===== src/rtl/grf_pkg.sv =====
// Shared constants and helpers for the multi-port general register file
// and its pending-write scoreboard.
package grf_pkg;

  localparam int DW_DEF   = 32;
  localparam int AW_DEF   = 5;
  localparam int REG_ZERO = 0;

  // Bit offset of port 'port' inside a flattened bus of 'width'-bit fields.
  function automatic int port_lsb(input int port, input int width);
    return port * width;
  endfunction

endpackage


===== src/rtl/grf_mp_sb_if.sv =====
// Bundle of read ports, the W-stage write port, issue/flush strobes and
// scoreboard status between the D-stage control and the register file.
interface grf_mp_sb_if
  import grf_pkg::*;
#(
  parameter int DW     = DW_DEF,
  parameter int AW     = AW_DEF,
  parameter int NUM_RD = 2
);

  // No valid/ready pairs: we, iss_en and flush are single-cycle strobes
  // sampled on every rising clock edge; the file never back-pressures.
  logic [NUM_RD*AW-1:0] raddr;
  logic [NUM_RD*DW-1:0] rdata;
  logic [NUM_RD-1:0]    rbusy;
  logic                 we;
  logic [AW-1:0]        waddr;
  logic [DW-1:0]        wdata;
  logic [31:0]          wpc;
  logic                 iss_en;
  logic [AW-1:0]        iss_addr;
  logic                 flush;
  logic                 sb_ovf;
  logic                 sb_unf;

  modport master (
    output raddr, we, waddr, wdata, wpc, iss_en, iss_addr, flush,
    input  rdata, rbusy, sb_ovf, sb_unf
  );

  modport slave (
    input  raddr, we, waddr, wdata, wpc, iss_en, iss_addr, flush,
    output rdata, rbusy, sb_ovf, sb_unf
  );

endinterface


===== src/rtl/grf_sb_cnt.sv =====
// One saturating up/down counter of in-flight writers for a single register.
// ovf_o/unf_o pulse when a lone inc/dec is refused at a bound.
module grf_sb_cnt #(
  parameter int CNT_W = 2
) (
  input  logic             clk,
  input  logic             reset,
  input  logic             inc_i,
  input  logic             dec_i,
  input  logic             clr_i,
  output logic [CNT_W-1:0] cnt_o,
  output logic             ovf_o,
  output logic             unf_o
);

  localparam logic [CNT_W-1:0] CNT_MAX = '1;

  logic [CNT_W-1:0] cnt_q;
  logic [CNT_W-1:0] cnt_d;

  always_comb begin
    cnt_d = cnt_q;
    ovf_o = 1'b0;
    unf_o = 1'b0;
    if (clr_i) begin
      cnt_d = '0;
    end else if (inc_i && !dec_i) begin
      if (cnt_q == CNT_MAX) ovf_o = 1'b1;
      else                  cnt_d = cnt_q + 1'b1;
    end else if (dec_i && !inc_i) begin
      if (cnt_q == '0) unf_o = 1'b1;
      else             cnt_d = cnt_q - 1'b1;
    end
  end

  always_ff @(posedge clk or negedge reset) begin
    if (!reset) cnt_q <= '0;
    else        cnt_q <= cnt_d;
  end

  assign cnt_o = cnt_q;

endmodule


===== src/rtl/grf_mp_sb.sv =====
// D-stage register file: NUM_RD combinational read ports with write-through
// bypass, one W-stage write port, and per-register pending-writer counters.
module grf_mp_sb
  import grf_pkg::*;
#(
  parameter int DW       = DW_DEF,
  parameter int NREG     = 32,
  parameter int AW       = AW_DEF,
  parameter int NUM_RD   = 2,
  parameter int CNT_W    = 2,
  parameter int ZERO_REG = 1
) (
  input logic        clk,
  input logic        reset,
  grf_mp_sb_if.slave bus
);

  logic [DW-1:0]    regs_q [NREG];
  logic [CNT_W-1:0] cnt    [NREG];
  logic [NREG-1:0]  ovf_ev;
  logic [NREG-1:0]  unf_ev;
  logic             sb_ovf_q, sb_ovf_d;
  logic             sb_unf_q, sb_unf_d;
  logic             wr_zero;
  logic             unused_wpc;

  // The writer PC only feeds simulation traces outside this block.
  assign unused_wpc = ^bus.wpc;

  assign wr_zero = (ZERO_REG != 0) && (bus.waddr == AW'(REG_ZERO));

  always_ff @(posedge clk or negedge reset) begin
    if (!reset) begin
      for (int r = 0; r < NREG; r++) regs_q[r] <= '0;
    end else if (bus.we && !wr_zero) begin
      regs_q[bus.waddr] <= bus.wdata;
    end
  end

  for (genvar r = 0; r < NREG; r++) begin : g_cnt
    if ((ZERO_REG != 0) && (r == REG_ZERO)) begin : g_tie
      assign cnt[r]    = '0;
      assign ovf_ev[r] = 1'b0;
      assign unf_ev[r] = 1'b0;
    end else begin : g_sb
      logic inc;
      logic dec;
      // Flush wins over both directions; the data write itself still lands.
      assign inc = bus.iss_en && (bus.iss_addr == AW'(r)) && !bus.flush;
      assign dec = bus.we && (bus.waddr == AW'(r)) && !bus.flush;
      grf_sb_cnt #(.CNT_W(CNT_W)) u_cnt (
        .clk   (clk),
        .reset (reset),
        .inc_i (inc),
        .dec_i (dec),
        .clr_i (bus.flush),
        .cnt_o (cnt[r]),
        .ovf_o (ovf_ev[r]),
        .unf_o (unf_ev[r])
      );
    end
  end

  always_comb begin
    sb_ovf_d = sb_ovf_q | (|ovf_ev);
    sb_unf_d = sb_unf_q | (|unf_ev);
  end

  always_ff @(posedge clk or negedge reset) begin
    if (!reset) begin
      sb_ovf_q <= 1'b0;
      sb_unf_q <= 1'b0;
    end else begin
      sb_ovf_q <= sb_ovf_d;
      sb_unf_q <= sb_unf_d;
    end
  end

  assign bus.sb_ovf = sb_ovf_q;
  assign bus.sb_unf = sb_unf_q;

  for (genvar i = 0; i < NUM_RD; i++) begin : g_rd
    logic [AW-1:0] ra;
    logic          is_zero;
    logic          hit;
    assign ra      = bus.raddr[port_lsb(i, AW) +: AW];
    assign is_zero = (ZERO_REG != 0) && (ra == AW'(REG_ZERO));
    assign hit     = bus.we && (bus.waddr == ra);
    assign bus.rdata[port_lsb(i, DW) +: DW] = is_zero ? '0 :
                                              hit     ? bus.wdata : regs_q[ra];
    // The last outstanding writer committing now is already on the bypass.
    assign bus.rbusy[i] = !is_zero && (cnt[ra] != '0) &&
                          !(hit && (cnt[ra] == CNT_W'(1)));
  end

endmodule


===== src/flat_wrapper.sv =====
// flat-port wrapper written by rule: the top's interface ports become plain ports
module grf_mp_sb_flat import grf_pkg::*;
#(
  parameter int DW       = DW_DEF,
  parameter int NREG     = 32,
  parameter int AW       = AW_DEF,
  parameter int NUM_RD   = 2,
  parameter int CNT_W    = 2,
  parameter int ZERO_REG = 1
)
  (clk, reset, bus_raddr, bus_we, bus_waddr, bus_wdata, bus_wpc, bus_iss_en, bus_iss_addr, bus_flush, bus_rdata, bus_rbusy, bus_sb_ovf, bus_sb_unf);
  grf_mp_sb_if #(.DW(DW), .AW(AW), .NUM_RD(NUM_RD)) bus_i ();
  input logic clk;
  input logic reset;
  input wire logic [$bits(bus_i.raddr)-1:0] bus_raddr;
  input wire logic [$bits(bus_i.we)-1:0] bus_we;
  input wire logic [$bits(bus_i.waddr)-1:0] bus_waddr;
  input wire logic [$bits(bus_i.wdata)-1:0] bus_wdata;
  input wire logic [$bits(bus_i.wpc)-1:0] bus_wpc;
  input wire logic [$bits(bus_i.iss_en)-1:0] bus_iss_en;
  input wire logic [$bits(bus_i.iss_addr)-1:0] bus_iss_addr;
  input wire logic [$bits(bus_i.flush)-1:0] bus_flush;
  output wire logic [$bits(bus_i.rdata)-1:0] bus_rdata;
  output wire logic [$bits(bus_i.rbusy)-1:0] bus_rbusy;
  output wire logic [$bits(bus_i.sb_ovf)-1:0] bus_sb_ovf;
  output wire logic [$bits(bus_i.sb_unf)-1:0] bus_sb_unf;
  assign bus_i.raddr = bus_raddr;
  assign bus_i.we = bus_we;
  assign bus_i.waddr = bus_waddr;
  assign bus_i.wdata = bus_wdata;
  assign bus_i.wpc = bus_wpc;
  assign bus_i.iss_en = bus_iss_en;
  assign bus_i.iss_addr = bus_iss_addr;
  assign bus_i.flush = bus_flush;
  assign bus_rdata = bus_i.rdata;
  assign bus_rbusy = bus_i.rbusy;
  assign bus_sb_ovf = bus_i.sb_ovf;
  assign bus_sb_unf = bus_i.sb_unf;
  grf_mp_sb #(.DW(DW), .NREG(NREG), .AW(AW), .NUM_RD(NUM_RD), .CNT_W(CNT_W), .ZERO_REG(ZERO_REG)) u_core (.clk(clk), .reset(reset), .bus(bus_i));
endmodule

===== config.mk =====
export PLATFORM = sky130hd
export DESIGN_NAME = grf_mp_sb_flat
export DESIGN_NICKNAME = d
export VERILOG_FILES = /design/src/rtl/grf_pkg.sv /design/src/rtl/grf_mp_sb_if.sv /design/src/rtl/grf_sb_cnt.sv /design/src/rtl/grf_mp_sb.sv /design/src/flat_wrapper.sv
export SDC_FILE = /design/constraint.sdc
export NUM_CORES = 2
export LEC_CHECK = 0
export CORE_ASPECT_RATIO = 0.6
export CORE_MARGIN = 4
export CORE_UTILIZATION = 59
export DETAILED_ROUTE_END_ITERATION = 10
export GPL_ROUTABILITY_DRIVEN = 1
export HOLD_SLACK_MARGIN = 0.02
export PLACE_DENSITY = 0.74
export SLEW_MARGIN = 40
export SYNTH_ARGS = -nofsm -noshare
export SYNTH_HDL_FRONTEND = slang
export SYNTH_SLANG_ARGS = --single-unit

===== constraint.sdc =====
create_clock -name clk -period 3.55 [get_ports clk]
set_input_delay 0.355 -clock clk [delete_from_list [all_inputs] [get_ports clk]]
set_output_delay 0.355 -clock clk [all_outputs]
set_load 0.01 [all_outputs]

=== Word-level counts from Yosys, hierarchy flattened ===
Cells that the tools add are included.
W data, S select, Z words.

* Flip-flop bits (word level): 1088
* Input bits: 89
* Logic and storage cells: 1050

* $add $sub $neg: 62
* $lt $le $gt $ge: 4
* Equal/unequal tests: 159
* Muxes and demuxes: 391
* Bitwise gates (word level): 5
* Reductions and logical operators: 364

{| class="wikitable"
|+ Operators with widths
! cell !! count
|-
| $bwmux W1024 || 1
|-
| $bmux W32 S5 || 2
|-
| $mux W2 || 159
|-
| $mux W32 || 9
|-
| $mux W1 || 217
|-
| $logic_and A1 B1 Y1 || 196
|-
| $ne A3 B3 Y1 const B || 62
|-
| $demux W32 S5 || 1
|-
| $eq A5 B5 Y1 const B || 32
|-
| $reduce_and A3 Y1 || 31
|-
| $reduce_bool A3 Y1 || 31
|-
| $eq A5 B4 Y1 const B || 16
|-
| $logic_not A1 Y1 || 68
|-
| $add A2 B1 Y2 const B || 31
|-
| $eq A2 B2 Y1 const B || 31
|-
| $logic_not A2 Y1 || 31
|-
| $reduce_or A31 Y1 || 2
|-
| $sub A2 B1 Y2 const B || 31
|-
| $eq A5 B3 Y1 const B || 8
|-
| $bmux W2 S5 || 2
|-
| $eq A5 B2 Y1 const B || 4
|-
| $ge A6 B6 Y1 const B || 3
|-
| $not A5 Y6 || 3
|-
| $logic_not A5 Y1 || 3
|-
| 6 further kinds || 11
|}

=== Logic depth before layout (Yosys ltp) ===
* Depth in word-level cells: 10
* Mapped depth: 11

=== By module ===
A second synthesis with hierarchy kept.

* Cells, all modules: 4468
* Area, all modules: 61027.3 µm²

{| class="wikitable"
|+ Modules (own cells, without submodules)
! module !! instances !! cells an instance !! area each (µm²) !! sequential area each (µm²)
|-
| grf_mp_sb || 1 || 4034 || 56721.9 || 25674.6
|-
| grf_sb_cnt || 31 || 14 || 138.9 || 50.0
|}

=== Worst setup path after synthesis ===
OpenSTA, ideal clock, no wires.

* Path kind: input to output
* Start: input bus_raddr[0]
* End: output bus_rdata[18]
* Arrival: 2287 ps
* Path slack: 908 ps
* Stages on the path: 9
* Buffers on the path: 4
* Cells stage by stage: buf_4 buf_4 buf_2 buf_2 mux4_2 a22oi_1 nand2_1 a32oi_1 nand2_1

* Longest elaborated chain between the ends: 6

{| class="wikitable"
|+ RTL lines
! what !! RTL line !! RTL
|-
| from (decl) || flat_wrapper.sv:15 || <nowiki>input wire logic [$bits(bus_i.raddr)-1:0] bus_raddr;</nowiki>
|-
| $not A5 Y6 (implied by the code) || grf_mp_sb.sv:90 || <nowiki>hit ? bus.wdata : regs_q[ra];</nowiki>
|-
| $bmux W32 S5 || grf_mp_sb.sv:90 ||
|-
| $mux W32 (implied by the code) (2 in a row) || grf_mp_sb.sv:90 ||
|-
| $mux W32 || grf_mp_sb.sv:90 ||
|-
| $mux W32 (*) || grf_mp_sb.sv:89 || <nowiki>assign bus.rdata[port_lsb(i, DW) +: DW] = is_zero ? '0 :</nowiki>
|-
| to (decl) || flat_wrapper.sv:23 || <nowiki>output wire logic [$bits(bus_i.rdata)-1:0] bus_rdata;</nowiki>
|}

Every way passes the cells marked *; elsewhere a longest branch is shown, timed or not. The select of a mux whose other input is x is not followed.

=== Final worst setup path ===
* Start: input bus_raddr[6]
* End: output bus_rdata[54]

Same word-level chain as after synthesis.

==> run summary <==
Worst Hold Slack = 0.164 ns
Critical Path Start Type = input port
final antenna-violating net count = 0
post-synth cell types = 68
number of synthesized register bits = 1088
Post-route DRC = 0
Pleak = 29.3 nW
status = finished, final reports clean
Slew Viols, Final = 0
final setup violation count = 0
CP max-delay cell = clkdlybuf4s50_1
Worst slew margin = 47.1%
minimum clock period = 3.54 ns
CTS Sinks = 1088
vias in the first global route = 41.5k
drt wl/cell = 34.0 um
largest net degree at the start of global routing = 116
Cells after Synth = 4232
DR pass1 iterations = 6
ys flop type = dfrtp_1
core footprint = 101000 sq um
Crit path largest cell delay = 0.70 ns
crit path max fanout = 38
Die W = 421 um
leading area contributor after synthesis = dfrtp_1
clock tree buffer depth = 3
final setup TNS = 0 ns
R2R Path Start = u_core.g_cnt[19].g_sb.u_cnt.cnt_o[0]
crit path buf inv count = 4
# rows = 90
Clk pin slew, worst setup/hold paths = 0.06 ns
ranking of synthesized cells by area = dfrtp_1 (45%), mux4_2 (23%), mux2_2 (19%)
Crit. End Element = primary output
CP arrival = 3.19 ns
sequential fraction of the synthesis area = 45.1%
full die area = 108000 sq um
Yosys top cell area share = 45.1%
Initial Util = 59.8%
share of post-route cells with drive strength above 1 = 50.5%
CTS tree = yes
Clock Skew = 0.0246 ns
final number of hold-violating endpoints = 0
worst setup path category = in -> out
fin nets = 4459
area delta synth->final = 14.4%
# Max-Cap Violations = 0
RR Endpoint = u_core.bus.sb_unf
Levels on crit path = 8
DP Cell Count = 5593
die height = 256 um
cell area power density = 527 nW/um^2
Worst EP required = 3.19 ns
CP top delay family = buffers and inverters
H-tree lvl count = 3
CP most frequent cell = buf_4
GPL Wtd Cong = 0.930
Port Buffers = 124
Clk Latency, worst-skew pair = 0.73 ns
critical path cell sequence = buf_8 -> buf_4 -> mux4_2 -> mux2_2 -> o22ai_1 -> buf_4 -> o31ai_1 -> clkdlybuf4s50_1
initial antenna violation count = 3
Min-Delay Path Class = in -> async
root buffer cell = clkbuf_16
Async SR Flop Fraction = 100%
Mapped Area = 60400 sq um
Boundary Pins = 157
GRT Util Overall = 36.5%
f_max = 282 MHz
routed via count = 42.2k
CTS buffer count = 103
vias per cell = 7.29
first-pass GRT wire length = 290000 um
Synth Warn # = 0
final instance count without filler cells = 5787
Routed WL = 197000 um
syn_nets = 4321
overflow left after global routing = 0
initial DRC count = 5928
peak supply drop = 415 uV
Least-Margin Pin Slew = 0.787 ns
worst r2r path cells = 4
DPL Wire Length = 124000 um
Avg Inst Size Synth = 14.3 sq um
flop2flop setup slack = 1.67 ns
fin crit share = 99.8%
number of flops mapped to enable cells by yosys = 0
timing repair:
action / 4_1_cts / 5_1_grt
gates resized for setup: 16 / 7
endpoints found under the setup margin: 26 / 34
buffers inserted: 0 / 3
endpoints found under the hold margin: 43 / 0
cloned: 0 / 1
pin swaps: 0 / 2
hold buffers: 2 / 0
how the worst max path moves through the flow:
stage	slack [ns]	startpoint	to
finish	0.007	bus_raddr[6]	bus_rdata[54]
global route	-0.001	u_core.regs_q[4]	bus_rdata[36]
CTS	0.0008	bus_waddr[0]	bus_rdata[47]
detailed placement	-0.25	bus_waddr[0]	bus_rdata[36]
global placement	-0.24	bus_waddr[0]	bus_rdata[36]
floorplan	0.91	bus_raddr[0]	bus_rdata[18]
final cells by class:
| class | instances | area, sq um |
|---|---|---|
| Sequential cell | 1088 | 27200 |
| Clock inverter | 38 | 542 |
| Timing Repair Buffer | 482 | 5030 |
| Multi-Input combinational cell | 2694 | 31600 |
| Clock buffer | 148 | 2990 |
| Fill cell | 6859 | 31900 |
| Antenna cell | 2 | 5.00 |
| Tap cell | 1334 | 1670 |
| Inverter | 1 | 3.75 |
per-stage QoR:
stage | total power [mW] | instance area, sq um | setup slack [ns] | util, %
2_1_floorplan | 21.4 | 60400 | 0.908 | -
3_3_place_gp | 24.1 | 65300 | -0.242 | 64.7
3_5_place_dp | 24.5 | 65300 | -0.253 | 64.7
4_1_cts | 36.2 | 69000 | 0.000807 | 68.3
5_1_grt | 37.7 | 69100 | -0.00110 | 68.4
6_report | 36.4 | 69100 | 0.00650 | 68.4
power by group:
group          total [mW]  internal [mW]  switching (mW)
clock                11.8           6.72            5.09
combinational        8.23           4.88            3.35
sequential           16.3           14.6            1.72
layout by cell type (no fill, tap or decap), types with 7 or more instances in the layout:
master	netlist	final
a211oi_1	10	10
a21o_1	21	21
a21oi_1	59	59
a221oi_1	9	9
a22oi_1	12	12
buf_12	0	85
buf_4	14	270
bufinv_16	0	12
clkbuf_1	288	21
clkbuf_16	0	104
clkbuf_8	0	24
clkdlybuf4s50_1	0	109
clkinv_2	0	16
dfrtp_1	1088	1088
mux2_2	1014	1014
mux2i_1	26	26
mux4_2	615	615
nand2_1	343	339
nand3_1	22	21
nand3b_1	7	7
nand4_1	32	32
nor2_1	67	38
nor2_4	0	28
nor2b_1	38	37
nor3_1	16	16
nor3b_1	8	8
nor4_1	33	29
nor4_2	5	9
o21ai_0	121	121
o22ai_1	55	51
o31ai_1	34	30
or3b_2	9	9
or4_1	10	10
xnor2_1	21	21
xor2_1	19	19
cells by family (layout without fill, tap and decap cells):
logic type / Yosys count / after routing / share of synthesized area, %
AO/OA/AOI/OAI: 353 / 353 / 3.62
XOR/XNOR: 40 / 40 / 0.580
other: 0 / 2 / 0
multiplexers: 1655 / 1655 / 42.3
flip-flops: 1088 / 1088 / 45.1
AND/OR/NAND/NOR: 646 / 646 / 5.27
buffers and inverters: 450 / 669 / 3.17
per-layer routing:
layer / global-route usage, % / part of all wire, %
met4: 12.6 / 4.1
met1: 53.2 / 40
met3: 14.9 / 14
met5: 0 / 0.0061
met2: 49.9 / 42
registers in the layout, indices dropped and copies added (netlist names):
| name | count |
|---|---|
| u_core.bus.sb_ovf | 1 |
| u_core.bus.sb_unf | 1 |
| u_core.g_cnt.g_sb.u_cnt.cnt_o | 62 |
| u_core.regs_q | 1024 |
synth_stat cells (5+ instances only):
cell type     n
a211oi_1     10
a21o_1       21
a21oi_1      59
a221oi_1      9
a22oi_1      12
and2_0        5
and2_1        6
buf_1        29
buf_2       114
buf_4        14
clkbuf_1    288
dfrtp_1    1088
mux2_2     1014
mux2i_1      26
mux4_2      615
nand2_1     343
nand2b_1      6
nand3_1      22
nand3b_1      7
nand4_1      32
nor2_1       67
nor2b_1      38
nor3_1       16
nor3b_1       8
nor4_1       33
nor4_2        5
o21ai_0     121
o22ai_1      55
o31ai_1      34
or3b_2        9
or4_1        10
xnor2_1      21
xor2_1       19
No activity file was read; power rests on OpenSTA's default activity.
